$ cat config.mk
export PLATFORM = sky130hd
export DESIGN_NAME = halton_sng
export DESIGN_NICKNAME = d
export VERILOG_FILES = /design/src/rtl/halton_pkg.sv /design/src/rtl/halton_digit_cnt.sv /design/src/rtl/halton_sng.sv
export SDC_FILE = /design/constraint.sdc
export NUM_CORES = 1
export LEC_CHECK = 0
export CORE_AREA = 8 8 161 125
export DETAILED_ROUTE_END_ITERATION = 10
export DIE_AREA = 0 0 169 133
export GPL_ROUTABILITY_DRIVEN = 0
export HOLD_SLACK_MARGIN = 0.06
export PLACE_DENSITY_LB_ADDON = 0.1
export SETUP_SLACK_MARGIN = 0.02
export SYNTH_ARGS = -nofsm -noshare
export SYNTH_HDL_FRONTEND = slang
export SYNTH_SLANG_ARGS = --single-unit
$ cat constraint.sdc
create_clock -name clk -period 5.7 [get_ports clk]
set_input_delay 1.71 -clock clk [delete_from_list [all_inputs] [get_ports clk]]
set_output_delay 1.71 -clock clk [all_outputs]
set_load 0.02 [all_outputs]
$ cat src/rtl/halton_pkg.sv
// Shared state type and constant helpers for the Halton radical-inverse generator.
package halton_pkg;

  typedef enum logic [1:0] {
    ST_IDLE = 2'd0,
    ST_INIT = 2'd1,
    ST_RUN  = 2'd2
  } state_e;

  // Bits needed to represent the values 0..v-1 (never less than 1).
  function automatic int unsigned clog2_f(input longint unsigned v);
    int unsigned     r;
    longint unsigned p;
    r = 0;
    p = 64'd1;
    for (int i = 0; i < 63; i++) begin
      if (p < v) begin
        p = p << 1;
        r = r + 1;
      end
    end
    return (r == 0) ? 1 : r;
  endfunction

  function automatic longint unsigned pow_f(input int unsigned b, input int unsigned e);
    longint unsigned p;
    p = 64'd1;
    for (int unsigned i = 0; i < e; i++) p = p * 64'(b);
    return p;
  endfunction

  // Delta added to out when k trailing digits are BASE-1 (k < d); two's complement, mod 2^64.
  function automatic longint unsigned carry_adj_f(input int unsigned b, input int unsigned d,
                                                  input int unsigned k);
    longint unsigned sub;
    sub = 64'd0;
    for (int unsigned j = 0; j < k; j++) sub = sub + 64'(b - 1) * pow_f(b, d - 1 - j);
    return pow_f(b, d - 1 - k) - sub;
  endfunction

endpackage

$ cat src/rtl/halton_digit_cnt.sv
// BASE-modulus digit counter: loads sanitised seed digits, increments with a mixed
// carry chain, and reports the number k of trailing digits equal to BASE-1.
module halton_digit_cnt
  import halton_pkg::*;
#(
  parameter int unsigned BASE   = 3,
  parameter int unsigned DIGITS = 12,
  parameter int unsigned DW     = 2,
  parameter int unsigned KW     = 4
) (
  input  logic                 clk,
  input  logic                 reset,
  input  logic                 load_i,
  input  logic                 inc_i,
  input  logic [DIGITS*DW-1:0] seed_dig_i,
  output logic [DIGITS*DW-1:0] dig_o,
  output logic [KW-1:0]        k_o,
  output logic                 seed_bad_o
);

  logic [DIGITS*DW-1:0] dig_q, dig_d, seed_clean, dig_inc;
  logic                 stop;

  always_comb begin
    seed_clean = seed_dig_i;
    seed_bad_o = 1'b0;
    for (int i = 0; i < DIGITS; i++) begin
      if (32'(seed_dig_i[i*DW +: DW]) >= BASE) begin
        seed_clean[i*DW +: DW] = '0;
        seed_bad_o             = 1'b1;
      end
    end
  end

  always_comb begin
    k_o  = '0;
    stop = 1'b0;
    for (int i = 0; i < DIGITS; i++) begin
      if (!stop && dig_q[i*DW +: DW] == DW'(BASE - 1)) k_o = KW'(i + 1);
      else stop = 1'b1;
    end
  end

  // Digits below k roll to zero, digit k takes the carry; a full carry leaves all zeros.
  always_comb begin
    dig_inc = dig_q;
    for (int i = 0; i < DIGITS; i++) begin
      if (KW'(i) < k_o)       dig_inc[i*DW +: DW] = '0;
      else if (KW'(i) == k_o) dig_inc[i*DW +: DW] = dig_q[i*DW +: DW] + 1'b1;
    end
  end

  always_comb begin
    dig_d = dig_q;
    if (load_i)     dig_d = seed_clean;
    else if (inc_i) dig_d = dig_inc;
  end

  always_ff @(posedge clk) begin
    if (reset) dig_q <= '0;
    else       dig_q <= dig_d;
  end

  assign dig_o = dig_q;

endmodule

$ cat src/rtl/halton_sng.sv
// Halton radical-inverse stochastic number generator; optional registered comparator
// output (thresh_i/sn_bit_o) is built only when HALTON_SNG_CMP_EN is defined.
//
// state   | meaning
// IDLE    | waiting for start, outputs quiet
// INIT    | Horner accumulation of the seed, one digit per cycle
// RUN     | out valid, advances one sequence step per en
module halton_sng
  import halton_pkg::*;
#(
  parameter int unsigned BASE   = 3,
  parameter int unsigned DIGITS = 12,
  parameter int unsigned DW     = clog2_f(64'(BASE)),
  parameter int unsigned WIDTH  = clog2_f(pow_f(BASE, DIGITS))
) (
  input  logic                 clk,
  input  logic                 reset,
  input  logic                 start_i,
  input  logic                 en_i,
  input  logic [DIGITS*DW-1:0] seed_dig_i,
`ifdef HALTON_SNG_CMP_EN
  input  logic [WIDTH-1:0]     thresh_i,
  output logic                 sn_bit_o,
`endif
  output logic [WIDTH-1:0]     out_o,
  output logic                 valid_o,
  output logic                 wrap_o,
  output logic                 busy_o,
  output logic                 seed_err_o
);

  localparam int unsigned KW = clog2_f(64'(DIGITS) + 64'd1);

  state_e               state_q, state_d;
  logic [KW-1:0]        init_q, init_d;
  logic [WIDTH-1:0]     out_q, out_d;
  logic                 wrap_q, wrap_d;
  logic                 seed_err_q, seed_err_d;
  logic [DIGITS*DW-1:0] dig;
  logic [KW-1:0]        k;
  logic                 seed_bad, inc;
  logic [DW-1:0]        cur_dig;
  logic [WIDTH-1:0]     adj_tbl [2**KW];

  for (genvar g = 0; g < 2**KW; g++) begin : g_adj
    if (g < DIGITS) begin : g_used
      assign adj_tbl[g] = WIDTH'(carry_adj_f(BASE, DIGITS, g));
    end else begin : g_unused
      assign adj_tbl[g] = '0;
    end
  end

  assign inc     = (state_q == ST_RUN) && en_i && !start_i;
  assign cur_dig = DW'(dig >> (DW * init_q));

  halton_digit_cnt #(
    .BASE(BASE), .DIGITS(DIGITS), .DW(DW), .KW(KW)
  ) u_cnt (
    .clk       (clk),
    .reset     (reset),
    .load_i    (start_i),
    .inc_i     (inc),
    .seed_dig_i(seed_dig_i),
    .dig_o     (dig),
    .k_o       (k),
    .seed_bad_o(seed_bad)
  );

  always_comb begin
    state_d    = state_q;
    init_d     = init_q;
    out_d      = out_q;
    wrap_d     = 1'b0;
    seed_err_d = seed_err_q | (start_i & seed_bad);
    if (start_i) begin
      state_d = ST_INIT;
      init_d  = '0;
      out_d   = '0;
    end else begin
      unique case (state_q)
        ST_INIT: begin
          out_d  = WIDTH'(out_q * WIDTH'(BASE)) + WIDTH'(cur_dig);
          init_d = init_q + 1'b1;
          if (init_q == KW'(DIGITS - 1)) state_d = ST_RUN;
        end
        ST_RUN: begin
          if (en_i) begin
            if (k == KW'(DIGITS)) begin
              out_d  = '0;
              wrap_d = 1'b1;
            end else begin
              out_d = out_q + adj_tbl[k];
            end
          end
        end
        default: ;
      endcase
    end
  end

  always_ff @(posedge clk) begin
    if (reset) begin
      state_q    <= ST_IDLE;
      init_q     <= '0;
      out_q      <= '0;
      wrap_q     <= 1'b0;
      seed_err_q <= 1'b0;
    end else begin
      state_q    <= state_d;
      init_q     <= init_d;
      out_q      <= out_d;
      wrap_q     <= wrap_d;
      seed_err_q <= seed_err_d;
    end
  end

`ifdef HALTON_SNG_CMP_EN
  // Compare the value out held this cycle; zero whenever RUN is entered or left.
  logic sn_bit_q, sn_bit_d;
  assign sn_bit_d = (state_q == ST_RUN) && (state_d == ST_RUN) && (out_q < thresh_i);

  always_ff @(posedge clk) begin
    if (reset) sn_bit_q <= 1'b0;
    else       sn_bit_q <= sn_bit_d;
  end

  assign sn_bit_o = sn_bit_q;
`endif

  assign out_o      = out_q;
  assign valid_o    = (state_q == ST_RUN);
  assign busy_o     = (state_q == ST_INIT);
  assign wrap_o     = wrap_q;
  assign seed_err_o = seed_err_q;

endmodule

# Word-level counts from Yosys, hierarchy flattened

Memories as Yosys holds them, arrays and structs flattened.
Index checks and enable logic that the tools add are counted.

Flip-flop bits (word level): 52
Memory bits (read-only): 320
Input bits: 28
Output and inout bits: 24
Logic and storage cells: 234
Memories: 1

Add/subtract/negate cells: 15
Multipliers: 1
$lt $le $gt $ge: 25
Equal/unequal tests: 28
Shifts and indexed selects: 1
Muxes and demuxes: 82
Bitwise gates (word level): 5
Reduce and logical (&&, ||, !) cells: 58

Memories:

| memory           | depth | width | read ports | clocked after memory_dff | wr ports | RTL line         | source |
|---|---|---|---|---|---|---|---|
| (name not given) | 16    | 20    | 1          | 0                        | 0        | halton_sng.sv:92 | `out_d = out_q + adj_tbl[k];` |

Operators with widths:

| kind                                                      | count |
|---|---|
| 2-to-1 mux 20 bit                                         | 4 |
| 2-to-1 mux 2 bit                                          | 38 |
| 2-to-1 mux 24 bit                                         | 2 |
| case mux 20 bit (2 select lines)                          | 1 |
| nonzero test 3 bit                                        | 12 |
| AND reduction 2 bit                                       | 15 |
| 2-to-1 mux 1 bit                                          | 28 |
| == test 2 bit, second input constant                      | 13 |
| adder 2 x 1 -> 2 bit, second input constant               | 12 |
| >= comparator 2 bit, second input constant                | 12 |
| right shift 24 x 5 -> 2 bit                               | 1 |
| adder 20 x 2 -> 20 bit                                    | 1 |
| adder 20 bit                                              | 1 |
| multiplier 20 x 2 -> 20 bit, second input constant        | 1 |
| 2-to-1 mux 4 bit                                          | 5 |
| == test 3 x 4 -> 1 bit, first input constant              | 4 |
| == test 4 bit, first input constant                       | 4 |
| less-than comparator 3 x 4 -> 1 bit, first input constant | 4 |
| less-than comparator 4 bit, first input constant          | 4 |
| logical AND 1 bit                                         | 13 |
| 2-to-1 mux 3 bit                                          | 4 |
| logical NOT 1 bit                                         | 11 |
| == test 2 x 4 -> 1 bit, first input constant              | 2 |
| == test 4 bit, second input constant                      | 2 |
| 15 further kinds                                          | 21 |

# Depth between registers and ports, before layout

Gate-level depths: netlist of the first run.

Depth in word-level cells: 41
Gate-level depth with buffers: 21
Mapped depth without buffers: 21

# Cells and area by module

Synthesis of the first run repeated with hierarchy kept, for this count alone.

Cells, all modules: 719
Area, all modules: 5646.7 µm²

Modules (own cells, without submodules):

| module           | instances | cells each | area an instance (µm²) | seq. area each (µm²) |
|---|---|---|---|---|
| halton_sng       | 1         | 477        | 3772.4                 | 560.5 |
| halton_digit_cnt | 1         | 242        | 1874.3                 | 480.5 |

# Worst setup path before layout of the first run

OpenSTA, ideal clock, no wires.

Kind: flip-flop to flip-flop
Start point: register u_cnt.dig_q[2] (netlist: u_cnt.dig_o[2])
End point: register out_q[19] (netlist: out_o[19])
Setup time: 133 ps
Arrival time: 3846 ps
Data required time: 5567 ps
Setup slack: 1722 ps
Stages on the path, launching flop included: 18
Path buffers: 0
Period minus slack after synthesis: 3978 ps
Path through: dfxtp_1 > inv_1 > ha_1 > nand4_1 > nor2_2 > and3_1 > a21oi_1 > ha_1 > a211oi_1 > o21bai_1 > ha_1 > a2111o_1 > o21ai_0 > o21ba_2 > o21ai_0 > o21ai_0 > mux2i_1 > a31oi_1

Longest elaborated chain between the ends: 41
Elaborated cells on any way between the ends: 54
Those cells by class: add/sub (2); eq/ne (2); shift (1); mux (26); bitwise (1); reduce/logical (21); memory (1)

Ends and longest elaborated chain:

| what                                                 | RTL line               | source |
|---|---|---|
| start, declared                                      | halton_digit_cnt.sv:21 | `logic [DIGITS*DW-1:0] dig_q, dig_d, seed_clean, dig_inc;` |
| start signal, assigned                               | halton_digit_cnt.sv:61 | `else dig_q <= dig_d;` |
| == test 2 bit                                        | halton_digit_cnt.sv:39 | `if (!stop && dig_q[i*DW +: DW] == DW'(BASE - 1)) k_o = KW'(i + 1);` |
| logical AND 1 bit                                    | halton_digit_cnt.sv:39 |  |
| 2-to-1 mux 1 bit                                     | halton_digit_cnt.sv:39 |  |
| logical NOT 1 bit                                    | halton_digit_cnt.sv:39 |  |
| logical AND 1 bit                                    | halton_digit_cnt.sv:39 |  |
| 2-to-1 mux 1 bit                                     | halton_digit_cnt.sv:39 |  |
| logical NOT 1 bit                                    | halton_digit_cnt.sv:39 |  |
| logical AND 1 bit                                    | halton_digit_cnt.sv:39 |  |
| [24 not listed]                                      | --                     |  |
| 2-to-1 mux 4 bit                                     | halton_digit_cnt.sv:39 |  |
| inverter 4 -> 5 bit (implied by the code)            | halton_sng.sv:92       |  |
| memory read (16 x 20 bit)                            | --                     |  |
| 2-to-1 mux 20 bit (implied by the code) (2 in a row) | halton_sng.sv:92       |  |
| adder 20 bit                                         | halton_sng.sv:92       |  |
| 2-to-1 mux 20 bit                                    | halton_sng.sv:88       | `if (k == KW'(DIGITS)) begin` |
| 2-to-1 mux 20 bit                                    | halton_sng.sv:87       | `if (en_i) begin` |
| case mux 20 bit (2 select lines) (*)                 | halton_sng.sv:80       | `unique case (state_q)` |
| end signal, assigned                                 | halton_sng.sv:111      | `out_q <= out_d;` |
| end, declared                                        | halton_sng.sv:36       | `logic [WIDTH-1:0] out_q, out_d;` |

Every way passes the cells marked *; elsewhere a longest branch is shown, timed or not. The select of a mux whose other input is x is not followed.
A chain may end at the register's enable or synchronous reset.

# Worst setup path in the final report of the first run

Start point: register u_cnt.dig_q[3] (netlist: u_cnt.dig_o[3])
End point: register out_q[19] (netlist: out_o[19])

The elaborated chain is that of the path after synthesis.

==> flow_summary_export.csv, run 1 <==
group,metric,value,unit
run_status,status,"finished, final reports clean",
timing,rsz0062_at_grt,"no",
synthesis,async_reset_ff_frac,0,
min_path,min_path_type,"reg2reg",
routing,wirelength,17200,µm
global_route,grt_pass1_vias,4785,
global_route,grtUsageMet1,0.232,
routing,num_vias,5161,
cts,cts_made_buffers,5,
worst_setup_path,critical-path-top-delay-family,"compound AO/OA/AOI/OAI gates",
synthesis,synth_fp_nets,768,
power,power.ir.vdd_worst,0.0969,mV
cts,cts_tree,"built",
synthesis,synth_ff_type,"dfxtp_1",
power,power_density,170,nW/µm²
global_route,busiest_layer,"met1",
global_route,use_met2,0.207,
cts,hold_buffers,0,
timing,period_minus_slack,5350,ps
finish,nNetsFinal,810,
routing,drtIter0Drc,354,
synthesis,synth_xor_area_frac,0.0458,
timing,fin_setup_tns,0,ps
synthesis,ys_types,66,
worst_setup_path,worstPathArrival,5520,ps
cts,clk_pin_slew,70,ps
power,p_leak,2.51,nW
worst_setup_path,critPathMaxFanout,10,
floorplan,die_h,133,µm
job,timing.max_cap.violations,0,
worst_setup_path,r2r_start,"u_cnt.dig_o[3]",
placement,portBuffers,51,
cts,clk_latency,290,ps
synthesis,synth_fa_ha_area_frac,0.190,
finish,final_cells,948,
global_route,grt_pass1_wl,27000,µm
floorplan,core,17400,µm²
routing,route.detailed.drc,0,
global_route,gr-usage-met3,0.0321,
synthesis,ys_seq_area_frac,0.201,
worst_setup_path,crit_chain,"ha_1 -> nand4_1 -> nor2_2 -> and3_1 -> a21oi_1 -> ha_1 -> a211oi_1 -> o21bai_1 -> ha_1 -> a2111o_1 -> o21ai_0 -> o21ba_2 -> o21ai_0 -> o21ai_0 -> mux2i_1 -> a31oi_1",
global_route,grt_max_degree,62,
synthesis,synth_mux_area_frac,0.0436,
floorplan,placementRows,42,
synthesis,syn_area_per_cell,7.78,µm²
worst_setup_path,worst-path-buf-inv,0,
synthesis,ys.warnings.count,0,
finish,drive_above_1_share,0.0524,
floorplan,start_util,0.296,
timing,slew_viol_final,0,
routing,first_pass_iters,5,
timing,hold_viol,0,
worst_setup_path,end_kind,"flop",
timing,worst_slew_pin_slew,1030,ps
synthesis,netlist_area,5170,µm²
global_route,antenna_found_initial,0,
timing,final.setup_skew,4.38,ps
cts,clock_path_buffers,2,
synthesis,synth_top_area_share,0.201,
cts,cts_setup_buffers,0,
cts,cts_sinks,52,
routing,drtAntennaViolNets,0,
cts,cts_resized,0,
synthesis,yosys.area.top_type,"dfxtp_1",
placement,placedCellCount,941,
min_path,worstHoldStart,"seed_err_o",
worst_setup_path,start_kind,"flop",
cts,cts-root-buf,"clkbuf_16",
synthesis,synth-seq-cells,52,
synthesis,synth_area_leaders,"dfxtp_1 20%, ha_1 18%, a21oi_1 5.7%",
placement,dp_hpwl,13700,µm
global_route,grt_overflow,0,
worst_setup_path,crit_slowest_cell,"nor2_2",
cts,h-tree-depth,2,
timing,slew_headroom,0.313,
global_route,grtUsageTotal,0.150,
synthesis,yosys.area_share.simple,0.199,
finish,diodes,0,
floorplan,die_width,169,µm
worst_setup_path,max_stage_delay,530,ps
worst_setup_path,startpoint,"u_cnt.dig_o[3]",
timing,setup_viol,0,
timing,fmax,187,MHz
floorplan,die-area,22500,µm²
worst_setup_path,cp.required,5870,ps
routing,post_drt_wl_per_cell,18.1,µm
floorplan,design.portCount,52,
synthesis,syn_inst,664,
worst_setup_path,worstSetupPathType,"reg2reg",
finish,area_growth,18.5,%
timing,final.period_utilization,0.939,
routing,vias_per_cell,5.44,
synthesis,synth_top_family_by_area,"compound AO/OA/AOI/OAI gates",
synthesis,synth_edf_count,0,
synthesis,synth_compound_gate_area_share,0.273,
[worst register-to-register path, cell delays in order (launching register included)]
cell      delay [ps]
dfxtp_1          400
ha_1             320
nand4_1          450
nor2_2           530
and3_1           380
a21oi_1          190
ha_1             300
a211oi_1         470
o21bai_1         260
ha_1             350
a2111o_1         450
o21ai_0          140
o21ba_2          190
o21ai_0          330
o21ai_0          190
mux2i_1          170
a31oi_1           90
[registers in the layout (all words and copies together), names as in the netlist]
signal,count
seed_err_o,1
u_cnt.dig_o,24
init_q,4
wrap_o,1
out_o,20
state_q,2
[where the power goes]
part           total, mW  switching (mW)  leakage [nW]  internal, mW
sequential         0.401          0.0216         0.425         0.379
clock              0.396           0.146        0.0899         0.250
combinational      0.246           0.135          2.00         0.111
[path summary, 6_finish.rpt]
check	slack, ps	to	depth (start not counted)
worst max-delay path	350	out_o[19]	16
worst min-delay path	480	seed_err_o	2
worst max register to register	350	out_o[19]	16
worst min register to register	480	seed_err_o	2
[kinds of logic after synthesis]
family	count (synthesis)
AND/OR/NAND/NOR	219
buffers and inverters	64
adder cells (fa/ha/maj)	77
AO/OA/AOI/OAI	210
multiplexers	15
flip-flops	52
XOR/XNOR	27
[cell type report]
cell class              count  area [µm²]
clock buffers               5         125
clock inverters             2        60.1
fillers                  1862       11300
inverters                  41         154
multi-input cells         548        3880
flip-flops and latches     52        1040
well taps                 242         303
repair buffers             58         558
[synth_stat cells, drive strengths merged, types with 5 or more instances]
cell type	n
mux4	6
nor3	25
and4	5
nand4	5
xor2	12
a21oi	59
inv	40
o22a	5
nand3b	7
nor2b	6
dfxtp	52
mux2i	9
or3	9
o22ai	5
o31a	6
nand2	55
clkbuf	21
o21a	6
o21bai	5
nand2b	5
a21o	10
xnor2	15
ha	73
nor2	76
o21ai	41
nand3	13
a31oi	11
a221oi	10
a211oi	13
[per-layer routing]
metal  vias to the layer above  share of wire
met5                         -              0
met4                         0         0.0043
met3                         7          0.056
met2                       121           0.40
met1                      2476           0.54
li1                       2557              -
[metrics by stage]
stage	area, µm²	hold WS, ps	worst slack (ps)	power [mW]	util
floorplan	5170	464	1720	0.565	-
global placement	5940	465	456	0.651	0.341
detailed placement	5940	462	493	0.653	0.341
CTS	6130	482	488	1.06	0.351
global route	6130	510	89.2	1.10	0.351
finish	6130	479	348	1.04	0.351
[layout by cell type, fill, tap and decap left out, types with 5 or more instances in the layout]
master,instances
nor2_1,74
ha_1,73
a21oi_1,59
nand2_1,55
dfxtp_1,52
clkdlybuf4s50_1,50
o21ai_0,40
inv_1,39
nor3_1,25
xnor2_1,15
a211oi_1,13
nand3_1,13
xor2_1,12
a31oi_1,11
a221oi_1,10
mux2i_1,9
a21o_1,9
or3_1,9
nand3b_1,7
buf_4,7
mux4_2,6
nor2b_1,6
o21a_1,6
nand4_1,5
nand2b_1,5
and4_1,5
o22ai_1,5
o21bai_1,5
o22a_1,5
clkbuf_16,5
Note: power is estimated with default switching activity, not from simulation.
==> run 2: changes to the inputs <==
Settings changed: SLEW_MARGIN from default to 20.
==> results of run 2 <==
No change in the layout: final DEF, timing and power equal those of run 1.
